## src/rtl/tx_fifo_pkg.sv

```systemverilog
// Shared types and widths for the TX FIFO drain path.
// Holds the byte width, the byte-counter width and the drain FSM encoding.
package tx_fifo_pkg;

  localparam int W_DATA     = 8;
  localparam int BYTE_CNT_W = 16;

  typedef enum logic [2:0] {
    IDLE    = 3'd0,
    RD_REQ  = 3'd1,
    RD_WAIT = 3'd2,
    PRESENT = 3'd3,
    GAP     = 3'd4
  } state_e;

endpackage

```

## src/rtl/tx_fifo_drain_ctrl.sv

```systemverilog
// Drains a BRAM-backed TX FIFO into a UART valid/ready port: 3 cycles per byte, a forced
// idle gap after every BURST_MAX bytes; i_tx_ready low holds the byte and stops further reads.
module tx_fifo_drain_ctrl
  import tx_fifo_pkg::*;
#(
  parameter int W_DATA     = tx_fifo_pkg::W_DATA,
  parameter int BURST_MAX  = 16,
  parameter int GAP_CYCLES = 4
) (
  input  logic                  i_RCLK,
  input  logic                  i_rrstn,
  input  logic                  i_enable,
  input  logic                  i_fifo_empty,
  input  logic [W_DATA-1:0]     i_fifo_rdata,
  output logic                  o_fifo_rd_en,
  output logic [W_DATA-1:0]     o_tx_data,
  output logic                  o_tx_valid,
  input  logic                  i_tx_ready,
  output logic                  o_busy,
  output logic [BYTE_CNT_W-1:0] o_byte_cnt
);

  localparam logic [7:0]            BURST_LIM = 8'(BURST_MAX);
  localparam logic [7:0]            GAP_LAST  = 8'(GAP_CYCLES - 1);
  localparam logic [BYTE_CNT_W-1:0] CNT_ONE   = 1;

  state_e                  state_q, state_d;
  logic                    run_q;
  logic [7:0]              burst_q, burst_d;
  logic [7:0]              gap_q, gap_d;
  logic [BYTE_CNT_W-1:0]   byte_cnt_q, byte_cnt_d;
  logic [W_DATA-1:0]       tx_data_q, tx_data_d;
  logic                    rd_en_q, tx_valid_q, busy_q;
  logic                    can_read, accept;

  // run_q delays the effect of reset release by one edge so the first read
  // cannot start on the very edge that follows release.
  assign can_read = run_q & i_enable & ~i_fifo_empty;
  assign accept   = tx_valid_q & i_tx_ready;

  always_comb begin
    state_d    = state_q;
    burst_d    = burst_q;
    gap_d      = gap_q;
    byte_cnt_d = byte_cnt_q;
    tx_data_d  = tx_data_q;
    case (state_q)
      IDLE: begin
        if (can_read) state_d = RD_REQ;
      end
      RD_REQ: begin
        state_d = RD_WAIT;
      end
      RD_WAIT: begin
        tx_data_d = i_fifo_rdata;
        state_d   = PRESENT;
      end
      PRESENT: begin
        if (accept) begin
          byte_cnt_d = byte_cnt_q + CNT_ONE;
          burst_d    = burst_q + 8'd1;
          if (burst_q + 8'd1 == BURST_LIM) begin
            state_d = GAP;
            gap_d   = 8'd0;
          end else if (can_read) begin
            state_d = RD_REQ;
          end else begin
            state_d = IDLE;
            burst_d = 8'd0;
          end
        end
      end
      GAP: begin
        if (gap_q == GAP_LAST) begin
          state_d = IDLE;
          gap_d   = 8'd0;
          burst_d = 8'd0;
        end else begin
          gap_d = gap_q + 8'd1;
        end
      end
      default: begin
        state_d = IDLE;
      end
    endcase
  end

  always_ff @(posedge i_RCLK or negedge i_rrstn) begin
    if (!i_rrstn) begin
      run_q      <= 1'b0;
      state_q    <= IDLE;
      burst_q    <= 8'd0;
      gap_q      <= 8'd0;
      byte_cnt_q <= '0;
      tx_data_q  <= '0;
      rd_en_q    <= 1'b0;
      tx_valid_q <= 1'b0;
      busy_q     <= 1'b0;
    end else begin
      run_q      <= 1'b1;
      state_q    <= state_d;
      burst_q    <= burst_d;
      gap_q      <= gap_d;
      byte_cnt_q <= byte_cnt_d;
      tx_data_q  <= tx_data_d;
      rd_en_q    <= (state_d == RD_REQ);
      tx_valid_q <= (state_d == PRESENT);
      busy_q     <= (state_d != IDLE);
    end
  end

  assign o_fifo_rd_en = rd_en_q;
  assign o_tx_data    = tx_data_q;
  assign o_tx_valid   = tx_valid_q;
  assign o_busy       = busy_q;
  assign o_byte_cnt   = byte_cnt_q;

endmodule
```

## config.mk

```make
export PLATFORM = sky130hd
export DESIGN_NAME = tx_fifo_drain_ctrl
export DESIGN_NICKNAME = d
export VERILOG_FILES = /design/src/rtl/tx_fifo_pkg.sv /design/src/rtl/tx_fifo_drain_ctrl.sv
export SDC_FILE = /design/constraint.sdc
export NUM_CORES = 1
export LEC_CHECK = 0
export ABC_AREA = 1
export ABC_CLOCK_PERIOD_IN_PS = 1800
export BUFFER_PORTS_ARGS = -buffer_cell sky130_fd_sc_hd__buf_2
export CAP_MARGIN = 20
export CELL_PAD_IN_SITES_DETAIL_PLACEMENT = 1
export CELL_PAD_IN_SITES_GLOBAL_PLACEMENT = 1
export CORE_ASPECT_RATIO = 0.5
export CORE_MARGIN = 1.5
export CORE_UTILIZATION = 42
export DETAILED_ROUTE_END_ITERATION = 8
export PLACE_DENSITY_LB_ADDON = 0.1
export SLEW_MARGIN = 10
export SYNTH_ARGS = -nofsm -noshare
export SYNTH_HDL_FRONTEND = slang
export SYNTH_SLANG_ARGS = --single-unit
```

## constraint.sdc

```tcl
create_clock -name i_RCLK -period 1.8 [get_ports i_RCLK]
set_input_delay 0.09 -clock i_RCLK [delete_from_list [all_inputs] [get_ports i_RCLK]]
set_output_delay 0.09 -clock i_RCLK [all_outputs]
set_load 0.03 [all_outputs]
```

Word level (Yosys, flattened, before mapping)
Cells that the tools add are included.

Add/sub/neg operators: 3. Eq/ne operators: 11. Muxes and demuxes: 15. Bitwise operators: 4. Reductions and logical operators: 6.

Operators by type and width (count): two-way mux 8 bit (7); one-hot mux 8 bit (2 select lines) (2); adder 16 x 1 -> 16 bit (second input constant) (1); adder 8 x 1 -> 8 bit (second input constant) (2); one-hot mux 3 bit (5 select lines) (1); two-way mux 3 bit (4); equality test 3 x 2 -> 1 bit (second input constant) (3); equality test 8 x 2 -> 1 bit (second input constant) (1); equality test 8 x 5 -> 1 bit (second input constant) (1); equality test 3 x 1 -> 1 bit (second input constant) (2); inequality test 2 bit (second input constant) (3); AND reduction 3 bit (2); bitwise AND 1 bit (3); equality test 3 bit (second input constant) (1); zero test 3 bit (1); nonzero test 3 bit (1); AND reduction 2 bit (1); nonzero test 2 bit (1); two-way mux 1 bit (1); NOT 1 bit (1).

Flip-flop bits (word level): 47. Bits of input ports: 13. Output and inout bits: 27. Logic and storage cells: 48.

Depth between registers and ports, before layout
Word-level depth: 7. Mapped depth: 11. Depth with buffers taken out: 11.

Worst setup path before layout
OpenSTA, ideal clock, no wires.

Kind: flip-flop to flip-flop. From: register tx_valid_q (netlist: o_tx_valid). To: register byte_cnt_q[10] (netlist: o_byte_cnt[10]). Setup time: 0.080 ns. Arrival time: 1.460 ns. Data required time: 1.720 ns. Setup slack: 0.259 ns. Stages on the path, launching flop included: 8. Path buffers: 0. Clock period less this slack: 1.541 ns. Cells stage by stage: dfrtp_1 nand2_1 nor2_8 inv_2 nor2_4 nand4_2 nor2_1 xor2_1.

Cells in the longest elaborated chain, start to end: 2.

Ends and longest elaborated chain: start: declaration (RTL line tx_fifo_drain_ctrl.sv:33) `logic rd_en_q, tx_valid_q, busy_q;`; start signal: assignment (RTL line tx_fifo_drain_ctrl.sv:107) `tx_valid_q <= (state_d == PRESENT);`; bitwise AND 1 bit (RTL line tx_fifo_drain_ctrl.sv:39) `assign accept = tx_valid_q & i_tx_ready;`; AND reduction 2 bit (no source line); end signal: assignment (RTL line tx_fifo_drain_ctrl.sv:104) `byte_cnt_q <= byte_cnt_d;`; end: declaration (RTL line tx_fifo_drain_ctrl.sv:31) `logic [BYTE_CNT_W-1:0] byte_cnt_q, byte_cnt_d;`.

No other way between the ends. A chain may end at the register's enable or synchronous reset.

Worst setup path after layout
From: register burst_q[0]. To: register busy_q (netlist: o_busy).

Cells in the longest elaborated chain, start to end: 6.

Ends and longest elaborated chain: start: declaration (RTL line tx_fifo_drain_ctrl.sv:29) `logic [7:0] burst_q, burst_d;`; start signal: assignment (RTL line tx_fifo_drain_ctrl.sv:102) `burst_q <= burst_d;`; adder 8 x 1 -> 8 bit (RTL line tx_fifo_drain_ctrl.sv:62) `if (burst_q + 8'd1 == BURST_LIM) begin`; equality test 8 x 5 -> 1 bit (RTL line tx_fifo_drain_ctrl.sv:62); two-way mux 3 bit (RTL line tx_fifo_drain_ctrl.sv:62); two-way mux 3 bit (RTL line tx_fifo_drain_ctrl.sv:59) `if (accept) begin`; one-hot mux 3 bit (5 select lines) (RTL line tx_fifo_drain_ctrl.sv:47) `case (state_q)`; net state_d[0] (RTL line tx_fifo_drain_ctrl.sv:27) `state_e state_q, state_d;`; nonzero test 3 bit (RTL line tx_fifo_drain_ctrl.sv:108) `busy_q <= (state_d != IDLE);`; end signal: assignment (RTL line tx_fifo_drain_ctrl.sv:108); end: declaration (RTL line tx_fifo_drain_ctrl.sv:33).

The timed path passes the listed nets, and every way through them passes these cells.

==> qor.txt <==
=================================================================================
Area share of the largest cell type after synthesis ................        0.511
Clock tree from TritonCTS ..........................................         done
Number of DRC markers in iteration 0 ...............................           53
Fraction of power spent switching nets .............................        0.411
Static leakage power ...............................................   0.00151 µW
Maximum clock frequency ............................................    0.608 GHz
CP Buf/Inv Count ...................................................            2
TritonCTS Buffers ..................................................            5
Worst IR Drop VDD ..................................................   0.000561 V
Post-detail-place hpwl .............................................      4100 µm
Length of the first detailed-routing pass in iterations ............            4
Setup violators final ..............................................            0
Proportion of layout cells with a drive suffix above 1 .............        0.256
Count of maximum capacitance violations ............................            0
Slowest stage delay, CP ............................................      0.39 ns
Net total in the final layout ......................................          328
Clk sink count .....................................................           47
Wire per inst ......................................................      14.0 µm
Filler cell count in the final layout ..............................          644
Area of combinational cells with multiple inputs ...................     1040 µm²
Clock latency reported for the late side of the worst-skew pair ....      0.30 ns
Worst hold path class ..............................................    in -> reg
Post-detailed-route DRC marker count ...............................            0
Seq pwr share ......................................................        0.428
Arrival @ worst endpoint ...........................................      1.84 ns
First-pass GRT wire length .........................................      9330 µm
Via count of the first global-routing pass .........................         1990
Pin slew with the least headroom to its limit ......................     0.676 ns
Routed vias/inst ...................................................         4.88
Cell total after placement .........................................          372
Overall power of the completed layout ..............................      3340 µW
Cell Area, Synth ...................................................     2300 µm²
Final-report hold violation count ..................................            0
IO Count ...........................................................           40
CP dominant cell by count ..........................................      nand2_1
Longest Clk Path Bufs ..............................................            2
Flop-to-flop setup slack ...........................................      0.16 ns
P per Cell Area ....................................................  1200 nW/µm²
Slowest cell on the critical path ..................................      dfrtp_1
Area of the die ....................................................     5960 µm²
Post-synthesis cell count ..........................................          259
Die width ..........................................................       108 µm
Part of the total power dissipated in combinational logic ..........        0.362
Final cell count without fillers ...................................          383
Count of buffers inserted at the top-level ports ...................           39
FF+latch count, synth ..............................................           47
Worst EP required ..................................................      2.00 ns
Avg Inst Size Synth ................................................     8.88 µm²
Max-slew violations ................................................            0
Layout Cell Area excl Fill .........................................     2770 µm²
Net Sw Power .......................................................      1370 µW
Floorplan core area ................................................     5090 µm²
Grt ovf ............................................................            0
Startpoint type of the worst setup path ............................         flop
Antenna-violating nets left ........................................            0
CTS Root Buffer Type ...............................................     clkbuf_8
Cell family with most CP delay ..................................... simple AND/OR/NAND/NOR gates
Post-synth net total ...............................................          275
Number of levels the H-tree was split into .........................            2
Classification of the worst setup path .............................   reg -> reg
Maximum fanout count along the critical path .......................            5
Count of antenna diodes in the layout ..............................            0
FF+latch area ......................................................     1180 µm²
Total Routing Usage GR .............................................        0.200
Internal Dissipation ...............................................      1960 µW
Cell-by-cell trace of the critical path ............................ buf_4 > nand3_2 > nor2_2 > nand3_1 > nand2_1 > nand3_2 > nand3_4 > nand2_1 > inv_1 > nand2_1
Rows ...............................................................           18
Initial antenna violation count ....................................            0
Starting density of the core .......................................        0.452
Count of vias placed by the detailed router ........................         1868
Kind of end point of the critical path .............................         flop
Area Growth Syn to Fin .............................................        20.4%
Last weighted congestion value of the routability-driven placer ....        0.799
Worst slew margin relative to its limit ............................        0.550
Max Clock Skew .....................................................   0.00424 ns
Maximum number of pins on one net before global-route repair .......           31
Wire length reported by the detailed router ........................      5380 µm
Count of yosys warnings during synthesis ...........................            0
Outcome ............................................................    completed
Post-placement cell area ...........................................     2610 µm²
Distinct cells, synth ..............................................           29
Die boundary height ................................................      55.3 µm
Time the worst path needs with I/O delays and setup ................      1.64 ns
CTS clk-pin slew, worst paths ......................................      0.10 ns
Post-synthesis sequential area ratio ...............................        0.511
Share of the clock period used by the worst path after layout ......        0.913
Power share of the clock group .....................................        0.210
Biggest area contributors in the synthesized netlist ............... dfrtp_1 (51%), nand2_1 (13%), inv_1 (5.2%)
Library cell occupying the most area in the post-synthesis netlist .      dfrtp_1
=================================================================================
per-layer routing:
metal	track usage	vias to the layer above	routed length (µm)
met2	0.345	16	2760
met4	0.0432	0	25
met5	0	-	0
met3	0.0484	4	135
li1	-	914	-
met1	0.255	934	2450
stage by stage:
step                setup TNS [ns]   util  hold slack [ns]  worst slack (ns)
CTS                              0  0.536           0.0103           0.00588
global route              -0.00107  0.544          0.00858          -0.00107
finish                           0  0.544           0.0120             0.156
global placement                 0  0.514            0.162             0.114
floorplan                        0      -           -0.206             0.259
detailed placement               0  0.514            0.177            0.0277
final timing paths:
| path | startpoint | endpoint | cells past startpoint |
|---|---|---|---|
| worst max-delay path | burst_q[0]$_DFFE_PN0P_ | o_busy$_DFF_PN0_ | 10 |
| worst min register to register | o_byte_cnt[15]$_DFFE_PN0P_ | o_byte_cnt[15]$_DFFE_PN0P_ | 1 |
| worst min-delay path | i_fifo_rdata[5] | o_tx_data[5]$_DFFE_PN0N_ | 2 |
| min in group asynchronous | i_rrstn | gap_q[7]$_DFFE_PN0P_ | 2 |
| max in group asynchronous | i_rrstn | o_byte_cnt[2]$_DFFE_PN0P_ | 3 |
| worst max register to register | burst_q[0]$_DFFE_PN0P_ | o_busy$_DFF_PN0_ | 10 |
kinds of logic (layout without fill, tap and decap cells):
group	Yosys count	count (layout)	synth area share
AND/OR/NAND/NOR	136	136	0.277
flip-flops	47	47	0.511
buffers and inverters	33	87	0.0538
XOR/XNOR	18	18	0.0685
AO/OA/AOI/OAI	13	13	0.0326
multiplexers	8	8	0.0392
adder cells (fa/ha/maj)	3	3	0.0163
other	1	1	0.00163
Yosys cell counts, drive strengths merged:
| cell type | instances |
|---|---|
| nand2 | 82 |
| dfrtp | 47 |
| inv | 33 |
| nor2 | 25 |
| nand3 | 19 |
| xor2 | 10 |
| mux2 | 8 |
| xnor2 | 8 |
| o21ai | 6 |
| nand4 | 5 |
| ha | 3 |
| o22ai | 3 |
| o21bai | 2 |
| a21oi | 1 |
| a31oi | 1 |
| and3 | 1 |
| conb | 1 |
| nand3b | 1 |
| nor3 | 1 |
| nor4 | 1 |
| or2 | 1 |
placed cells by master (no fill, tap or decap), types with 3 or more instances in the layout:
cell,count
nand2_1,81
dfrtp_1,47
buf_2,39
inv_1,32
nor2_1,18
nand3_1,15
xor2_1,10
xnor2_1,8
mux2_2,8
buf_4,6
clkbuf_8,5
nor2_2,4
o21ai_1,3
nand4_1,3
o21ai_0,3
o22ai_1,3
worst reg2reg max path, stage by stage, from the launching register on:
cell and delay (ns):
dfrtp_1 0.39, buf_4 0.14, nand3_2 0.11, nor2_2 0.17, nand3_1 0.11, nand2_1 0.15, nand3_2 0.15, nand3_4 0.12
nand2_1 0.07, inv_1 0.07, nand2_1 0.06
power groups by stage:
stage	clock, µW	combinational (µW)	sequential, µW
final	700	1210	1430
after global routing	769	1310	1460
after CTS	720	1220	1430
after detailed placement	0	1180	1460
after global placement	0	1140	1440
after floorplan	0	493	1770
area by class of cell:
cell class | count | share of cell area
well taps | 70 | 0.0316
inverters | 33 | 0.0447
flip-flops and latches | 47 | 0.425
clock buffers | 5 | 0.0248
repair buffers | 46 | 0.0903
clock inverters | 3 | 0.00994
multi-input cells | 179 | 0.374
flip-flops by register name, indices dropped and copies added, names as in the netlist:
signal and count:
o_tx_valid 1, o_busy 1, state_q 3, o_fifo_rd_en 1
o_tx_data 8, o_byte_cnt 16, gap_q 8, run_q 1
burst_q 8
timing repair:
item | in CTS | in global routing
setup endpoints to repair | 12 | 18
hold endpoints to repair | 28 | 0
hold buffers | 1 | 0
setup buffers | 1 | 1
gates resized for setup | 1 | 11
pin swaps | 0 | 4
(Power assumes the default switching activity.)
